### src/rtl/fetch_stage_pkg.sv
// Shared pipeline-register bundles and constants
// for the instruction fetch front end.
package pipe_regs;

  typedef struct packed {
    logic [31:0] pc;
    logic [31:0] next_pc;
  } fetch_state_t;

  typedef struct packed {
    logic stall;
    logic squash;
  } stage_ctrl_t;

  localparam logic [31:0] NOP_INST = 32'h0000_0013;

endpackage

### src/rtl/fetch_stage_fifo.sv
// Small synchronous FIFO buffering fetched words
// with a single-cycle flush.
module fetch_fifo #(
  parameter int DEPTH = 2,
  parameter int WIDTH = 64,
  localparam int CW = $clog2(DEPTH + 1)
) (
  input  logic             i_clk,
  input  logic             i_rst_n,
  input  logic             i_push,
  input  logic [WIDTH-1:0] i_data,
  input  logic             i_pop,
  input  logic             i_flush,
  output logic [WIDTH-1:0] o_data,
  output logic [CW-1:0]    o_count,
  output logic             o_full,
  output logic             o_empty
);

  localparam int AW = $clog2(DEPTH);

  logic [WIDTH-1:0] r_mem [DEPTH];
  logic [AW-1:0]    r_wr;
  logic [AW-1:0]    r_rd;
  logic [CW-1:0]    r_cnt;

  always_ff @(posedge i_clk) begin
    if (!i_rst_n || i_flush) begin
      r_wr  <= '0;
      r_rd  <= '0;
      r_cnt <= '0;
    end else begin
      if (i_push) r_wr <= r_wr + 1'b1;
      if (i_pop)  r_rd <= r_rd + 1'b1;
      r_cnt <= r_cnt + CW'(i_push)
                     - CW'(i_pop);
    end
  end

  always_ff @(posedge i_clk) begin
    if (i_push) r_mem[r_wr] <= i_data;
  end

  assign o_data  = r_mem[r_rd];
  assign o_count = r_cnt;
  assign o_full  = (r_cnt == CW'(DEPTH));
  assign o_empty = (r_cnt == '0);

endmodule

### src/rtl/fetch_stage.sv
// Instruction fetch: owns the PC, issues in-order
// word reads and presents one instruction per cycle.
module fetch_stage
  import pipe_regs::*;
#(
  parameter logic [31:0] BOOT_ADDR  = 32'h0,
  parameter int          FIFO_DEPTH = 2
) (
  input  logic         clk_i,
  input  logic         rst_ni,
  input  stage_ctrl_t  stage_ctrl_i,
  input  logic         pc_set_i,
  input  logic [31:0]  pc_target_i,
  output logic         imem_req_o,
  output logic [31:0]  imem_addr_o,
  input  logic         imem_gnt_i,
  input  logic         imem_rvalid_i,
  input  logic [31:0]  imem_rdata_i,
  output logic         valid_o,
  output fetch_state_t fetch_state_o,
  output logic [31:0]  inst_o
);

  localparam int CW = $clog2(FIFO_DEPTH + 1);

  logic [31:0]  r_fetch_pc;
  logic [31:0]  r_resp_pc;
  logic [CW-1:0] r_outstanding;
  logic [CW-1:0] r_discard;
  logic         r_valid;
  fetch_state_t r_state;
  logic [31:0]  r_inst;

  logic [CW-1:0] w_count;
  logic          w_full;
  logic          w_empty;
  logic [63:0]   w_head;
  logic [CW:0]   w_inflight;
  logic [CW-1:0] w_out_nxt;
  logic [31:0]   w_target;
  logic [31:0]   w_hd_pc;
  logic [31:0]   w_hd_inst;
  logic w_issue, w_push, w_upd;
  logic w_avail, w_take;
  logic w_fifo_push, w_fifo_pop;

  assign w_inflight = {1'b0, r_outstanding}
                    + {1'b0, w_count};
  assign imem_req_o = rst_ni && !pc_set_i
    && (w_inflight < (CW+1)'(FIFO_DEPTH));
  assign imem_addr_o = r_fetch_pc;
  assign w_issue = imem_req_o && imem_gnt_i;

  assign w_out_nxt = r_outstanding
                   + CW'(w_issue)
                   - CW'(imem_rvalid_i);
  assign w_target = pc_target_i & ~32'h3;

  assign w_push = imem_rvalid_i && !pc_set_i
               && (r_discard == '0);
  assign w_upd = !stage_ctrl_i.stall
              && !stage_ctrl_i.squash
              && !pc_set_i;
  assign w_avail = !w_empty || w_push;
  assign w_take  = w_upd && w_avail;

  // An empty FIFO forwards the arriving word
  // straight into the output register.
  assign w_fifo_push = w_push
                    && !(w_empty && w_take);
  assign w_fifo_pop  = w_take && !w_empty;
  assign {w_hd_pc, w_hd_inst} = w_empty
    ? {r_resp_pc, imem_rdata_i} : w_head;

  fetch_fifo #(
    .DEPTH (FIFO_DEPTH),
    .WIDTH (64)
  ) u_fifo (
    .i_clk   (clk_i),
    .i_rst_n (rst_ni),
    .i_push  (w_fifo_push),
    .i_data  ({r_resp_pc, imem_rdata_i}),
    .i_pop   (w_fifo_pop),
    .i_flush (pc_set_i),
    .o_data  (w_head),
    .o_count (w_count),
    .o_full  (w_full),
    .o_empty (w_empty)
  );

  always_ff @(posedge clk_i) begin
    if (!rst_ni) begin
      r_fetch_pc    <= BOOT_ADDR;
      r_resp_pc     <= BOOT_ADDR;
      r_outstanding <= '0;
      r_discard     <= '0;
    end else begin
      r_outstanding <= w_out_nxt;
      if (pc_set_i) begin
        r_fetch_pc <= w_target;
        r_resp_pc  <= w_target;
        r_discard  <= w_out_nxt;
      end else begin
        if (w_issue)
          r_fetch_pc <= r_fetch_pc + 32'd4;
        if (w_push)
          r_resp_pc <= r_resp_pc + 32'd4;
        if (imem_rvalid_i && r_discard != '0)
          r_discard <= r_discard - 1'b1;
      end
    end
  end

  always_ff @(posedge clk_i) begin
    if (!rst_ni) begin
      r_valid <= 1'b0;
      r_state <= '0;
      r_inst  <= NOP_INST;
    end else if (pc_set_i) begin
      r_valid <= 1'b0;
    end else if (!stage_ctrl_i.stall) begin
      if (w_take) begin
        r_valid         <= 1'b1;
        r_state.pc      <= w_hd_pc;
        r_state.next_pc <= w_hd_pc + 32'd4;
        r_inst          <= w_hd_inst;
      end else begin
        r_valid <= 1'b0;
      end
    end
  end

  assign valid_o       = r_valid;
  assign fetch_state_o = r_state;
  assign inst_o        = r_inst;

  ap_no_overflow: assert property (
    @(posedge clk_i) disable iff (!rst_ni)
    (w_fifo_push && w_full) |-> w_fifo_pop
  );

endmodule
### config.mk
export PLATFORM = sky130hd
export DESIGN_NAME = fetch_stage
export DESIGN_NICKNAME = d
export VERILOG_FILES = /design/src/rtl/fetch_stage_pkg.sv /design/src/rtl/fetch_stage_fifo.sv /design/src/rtl/fetch_stage.sv
export SDC_FILE = /design/constraint.sdc
export NUM_CORES = 1
export LEC_CHECK = 0
export ABC_AREA = 1
export CELL_PAD_IN_SITES_DETAIL_PLACEMENT = 1
export CELL_PAD_IN_SITES_GLOBAL_PLACEMENT = 2
export CORE_ASPECT_RATIO = 0.8
export CORE_MARGIN = 2
export CORE_UTILIZATION = 25
export CTS_BUF_LIST = sky130_fd_sc_hd__clkbuf_4
export DETAILED_ROUTE_END_ITERATION = 8
export GPL_TIMING_DRIVEN = 0
export MAX_ROUTING_LAYER = met4
export PLACE_DENSITY = 0.67
export SLEW_MARGIN = 20
export SYNTH_ARGS = -nofsm -noshare
export SYNTH_HDL_FRONTEND = slang
export SYNTH_HIERARCHICAL = 1
export SYNTH_SLANG_ARGS = --single-unit
### constraint.sdc
create_clock -name clk_i -period 8.6 [get_ports clk_i]
set_clock_uncertainty 0.15 [all_clocks]
set_input_delay 0.86 -clock clk_i [delete_from_list [all_inputs] [get_ports clk_i]]
set_output_delay 0.86 -clock clk_i [all_outputs]
set_load 0.01 [all_outputs]
# ---- After elaboration in Yosys (flattened, before gate mapping)
# Memories as Yosys holds them, arrays and structs flattened. A register that Yosys moved wholly into a read port is not among the register bits.
# Index checks and enable logic that the tools add are counted.
dict set report word_totals {
  regBits 169
  ramBits 128
  output_inout_bits 130
  wordCells 69
  n_memories 1
}
# memory words width rd rd_clocked_by_memory_dff wr line_no
set mem_list {}
lappend mem_list {u_fifo.r_mem 2 64 1 1 1 fetch_stage_fifo.sv:22} ;# logic [WIDTH-1:0] r_mem [DEPTH];
dict set report classes {
  addsub 11
  magnitude_cmp 1
  muxes 12
  bitwise_logic 3
  n_reduce_logical 28
}
# cell n
set op_table {}
lappend op_table {{32-bit two-way mux} 4}
lappend op_table {{32-bit by 3-bit adder with 32-bit output, second input constant} 3}
lappend op_table {{64-bit two-way mux} 1}
lappend op_table {{1-bit logical AND} 12}
lappend op_table {{2-bit nonzero test} 4}
lappend op_table {{1-bit zero test} 6}
lappend op_table {{1-bit two-way mux} 5}
lappend op_table {{2-bit by 1-bit adder with 2-bit output} 2}
lappend op_table {{2-bit zero test} 2}
lappend op_table {{2-bit two-way mux} 2}
lappend op_table {{2-bit by 1-bit subtractor with 2-bit output} 2}
lappend op_table {{2-bit by 2-bit adder with 3-bit output} 1}
lappend op_table {{3-bit by 2-bit less-than comparator with 1-bit output, second input constant} 1}
lappend op_table {{1-bit inverter} 3}
lappend op_table {{3-bit AND reduction} 1}
lappend op_table {{1-bit adder, second input constant} 2}
lappend op_table {{1-bit logical OR} 2}
lappend op_table {{2-bit OR reduction} 1}
lappend op_table {{2-bit by 1-bit subtractor with 2-bit output, second input constant} 1}

# ---- Depth between registers and ports, before layout
dict set report depth {
  ltp_word 10
  depth_mapped 16
  depth_no_buf 14
}

# ---- Hierarchy
# Netlist, hierarchy kept.
# mod n_inst cells_per_inst area_per_inst_um2 seq_area_each_um2
set modules_own_cells {}
lappend modules_own_cells {fetch_stage 1 1456 9183.8 3183.1}
lappend modules_own_cells {fetch_fifo 1 232 5152.4 3943.8}

# ---- Least setup slack after synthesis
# Ideal clock, no wire load.
dict set report synth_timing {
  path_type {input to register}
  startpoint {in imem_rvalid_i}
  endpoint {mem u_fifo.r_mem[0][0] (enable)}
  t_arrival_ns 4.636
  required_ns 7.962
  setup_slack_ns 3.326
  stages 9
  cell_sequence {nand2_1 inv_1 nand2_1 clkinv_1 buf_2 o21ai_0 inv_1 inv_1 nor2_1}
}
dict set report synth_via {
  elab_chain_len 9
}
# element line_no
set synth_lines {}
lappend synth_lines {{from (decl)} fetch_stage.sv:17} ;# input logic imem_rvalid_i,
lappend synth_lines {{1-bit logical AND (*)} fetch_stage.sv:59} ;# assign w_push = imem_rvalid_i && !pc_set_i
lappend synth_lines {{1-bit logical AND (*)} fetch_stage.sv:60} ;# && (r_discard == '0);
lappend synth_lines {{1-bit logical OR} fetch_stage.sv:64} ;# assign w_avail = !w_empty || w_push;
lappend synth_lines {{1-bit logical AND} fetch_stage.sv:65} ;# assign w_take = w_upd && w_avail;
lappend synth_lines {{1-bit logical AND} fetch_stage.sv:70} ;# && !(w_empty && w_take);
lappend synth_lines {{1-bit zero test} fetch_stage.sv:70}
lappend synth_lines {{1-bit logical AND (*)} fetch_stage.sv:70}
lappend synth_lines {{net w_fifo_push} fetch_stage.sv:45} ;# logic w_fifo_push, w_fifo_pop;
lappend synth_lines {{1-bit two-way mux (*)} fetch_stage_fifo.sv:41} ;# if (i_push) r_mem[r_wr] <= i_data;
lappend synth_lines {{1-bit two-way mux (implied by the code) (*)} fetch_stage_fifo.sv:41}
lappend synth_lines {{to (decl)} fetch_stage_fifo.sv:22}
# Mark *: on every way through the listed nets, which the timed path passes. The rest lies on a longest branch.

# ---- Worst setup path after layout
dict set report layout_timing {
  startpoint {in imem_rvalid_i}
  endpoint {mem u_fifo.r_mem[1][58] (enable)}
}
# The elaborated chain is that of the path after synthesis.

==> results.toml <==
[min_path]
worstHoldPathType = "flop to flop"
hp-start = "inst_o[4]$_SDFFE_PN1P_"

[timing]
finalSetupViolCount = 0
min_period_over_period_pct = 43.8
fin_crit_ns = 3.76
max_freq_mhz = 266
max_slew_margin_pct = 37.3
whs_ns = 0.320
tightest_slew_ns = 0.941
final_max_slew_viol_count = 0
rsz0062_at_grt = "no"
report.final.hold_viol_count = 0
finalWorstSetupSlack_ns = 4.84

[global_routing]
grt_pass1_wl_um = 83800
overflow = 0
grt_max_degree = 38
grt_pass1_vias = 13400
grt.total_usage_pct = 19.4
antenna_found_initial = 3

[clock_tree]
cts_resized = 0
hold_buffers = 0
clkTransAtPathRegs_ns = 0.06
cts_htree_levels = 3
postCtsSetupBuffers = 0
cts_made_buffers = 84
cts.sinks = 292
ctsLongestPathBuffers = 3
clk_latency_ns = 0.84
root_buffer = "clkbuf_4"
cts_tree = "built"

[die]
die_width_um = 272
die_area_um2 = 59300
io_pins = 201
start_util_pct = 25.3
fp.dieH_um = 218
core-area_um2 = 56700
num_rows = 78

[power_and_ir_drop]
ir_drop_mv = 0.0821
p_per_area_nw_per_um2 = 180
p_leak_nw = 7.16

[final_layout]
layout_common_cells = "nand2_1 (471), clkdlybuf4s50_1 (196), nor2_1 (165)"
fin_cells = 2806
layout_commonest_cell = "nand2_1"
design_area_um2 = 18400
final_util_pct = 32.5
final_nets = 2058
drive_gt1_share_pct = 14.9
syn2layout_area_growth_pct = 28.7

[worst_setup_path]
critPathSlowestCell = "clkdlybuf4s50_1"
path_cells = "clkdlybuf4s50_1 -> nand2_1 -> inv_1 -> nand2_1 -> clkinv_1 -> buf_2 -> o21ai_0 -> inv_1 -> nand2_1 -> inv_4 -> buf_16"
reg2reg_from = "r_discard[1]$_SDFFE_PN0P_"
critPathRequiredTime_ns = 8.90
start_kind = "primary input"
cpPeakStageDelay_ns = 0.53
cp-end-kind = "flop"
path_common_cell = "nand2_1"
worstSetupStartpoint = "imem_rvalid_i"
crit_arrival_ns = 4.07
cp_max_fo = 37
setup.worst_path.class = "primary input to flop"

[placed_design]
placed_area_um2 = 17400
pre_cts_slack_ns = 4.04
gp_congestion = 0.876
dp.cells = 2652
place_hpwl_um = 42200
io_buffers = 196

[routing]
drc = 0
dr.pass1.iters = 5
routed_wl_um = 55600
vias_per_cell = 4.60
num_vias = 12900
first_iter_violations = 690
detail-route-antenna-nets = 0
wire_per_inst_um = 19.8

[flow_run]
drv_cap = 0

[outcome]
status = "finished, final reports clean"

[logic_synthesis]
synthCells = 1687
synth_warnings = 6
syn_avg_cell_area_um2 = 8.50
syn_area_um2 = 14300
path summary, 6_finish.rpt:
path | endpoint | slack (ns) | cells past startpoint
setup / recovery | u_fifo/r_mem[1][58]$_DFFE_PP_ | 4.84 | 11
hold / removal | inst_o[4]$_SDFFE_PN1P_ | 0.32 | 2
setup reg to reg | u_fifo/r_mem[1][58]$_DFFE_PP_ | 4.92 | 12
hold reg to reg | inst_o[4]$_SDFFE_PN1P_ | 0.32 | 2
power breakdown:
| group | internal, W | total (W) | switching (W) |
|---|---|---|---|
| clock network | 0.000678 | 0.00134 | 0.000663 |
| registers | 0.00151 | 0.00157 | 0.0000545 |
| logic | 0.000163 | 0.000408 | 0.000245 |
| total | 0.00235 | 0.00331 | 0.000962 |
layer usage:
layer / share of wire (%) / up-vias / track usage, %
li1: - / 6223 / -
met1: 49 / 6307 / 26.2
met2: 44 / 291 / 29.8
met3: 5.1 / 80 / 3.64
met4: 1.8 / 0 / 4.67
met5: 0 / - / -
cell type report:
| type | instances | area, um^2 |
|---|---|---|
| clock inverters | 23 | 115 |
| multi-input cells | 1161 | 6120 |
| flip-flops and latches | 292 | 7130 |
| diodes | 4 | 10.0 |
| repair buffers | 200 | 2060 |
| fillers | 6709 | 38300 |
| inverters | 163 | 622 |
| clock buffers | 127 | 953 |
| plain buffers | 76 | 497 |
| well taps | 760 | 951 |
worst max-delay path: cells and delay by family:
family | cells | cell delay [ns]
AO/OA/AOI/OAI | 1 | 0.16
buffers and inverters | 7 | 2.32
AND/OR/NAND/NOR | 3 | 0.68
state kept, by name, indices dropped and copies added (netlist names), named ones only:
name,flops
fetch_state_o,62
imem_addr_o,30
inst_o,32
r_discard,2
r_outstanding,2
r_resp_pc,30
u_fifo/o_count,2
u_fifo/r_mem,128
u_fifo/r_rd,1
u_fifo/r_wr,1
valid_o,1
per-stage QoR:
stage / setup TNS (ns) / power (W)
floorplan: 0 / 0.00179
global placement: -9.14 / 0.00199
detailed placement: 0 / 0.00201
CTS: 0 / 0.00338
global route: 0 / 0.00349
finish: 0 / 0.00331
No activity file was read; power rests on OpenSTA's default activity.
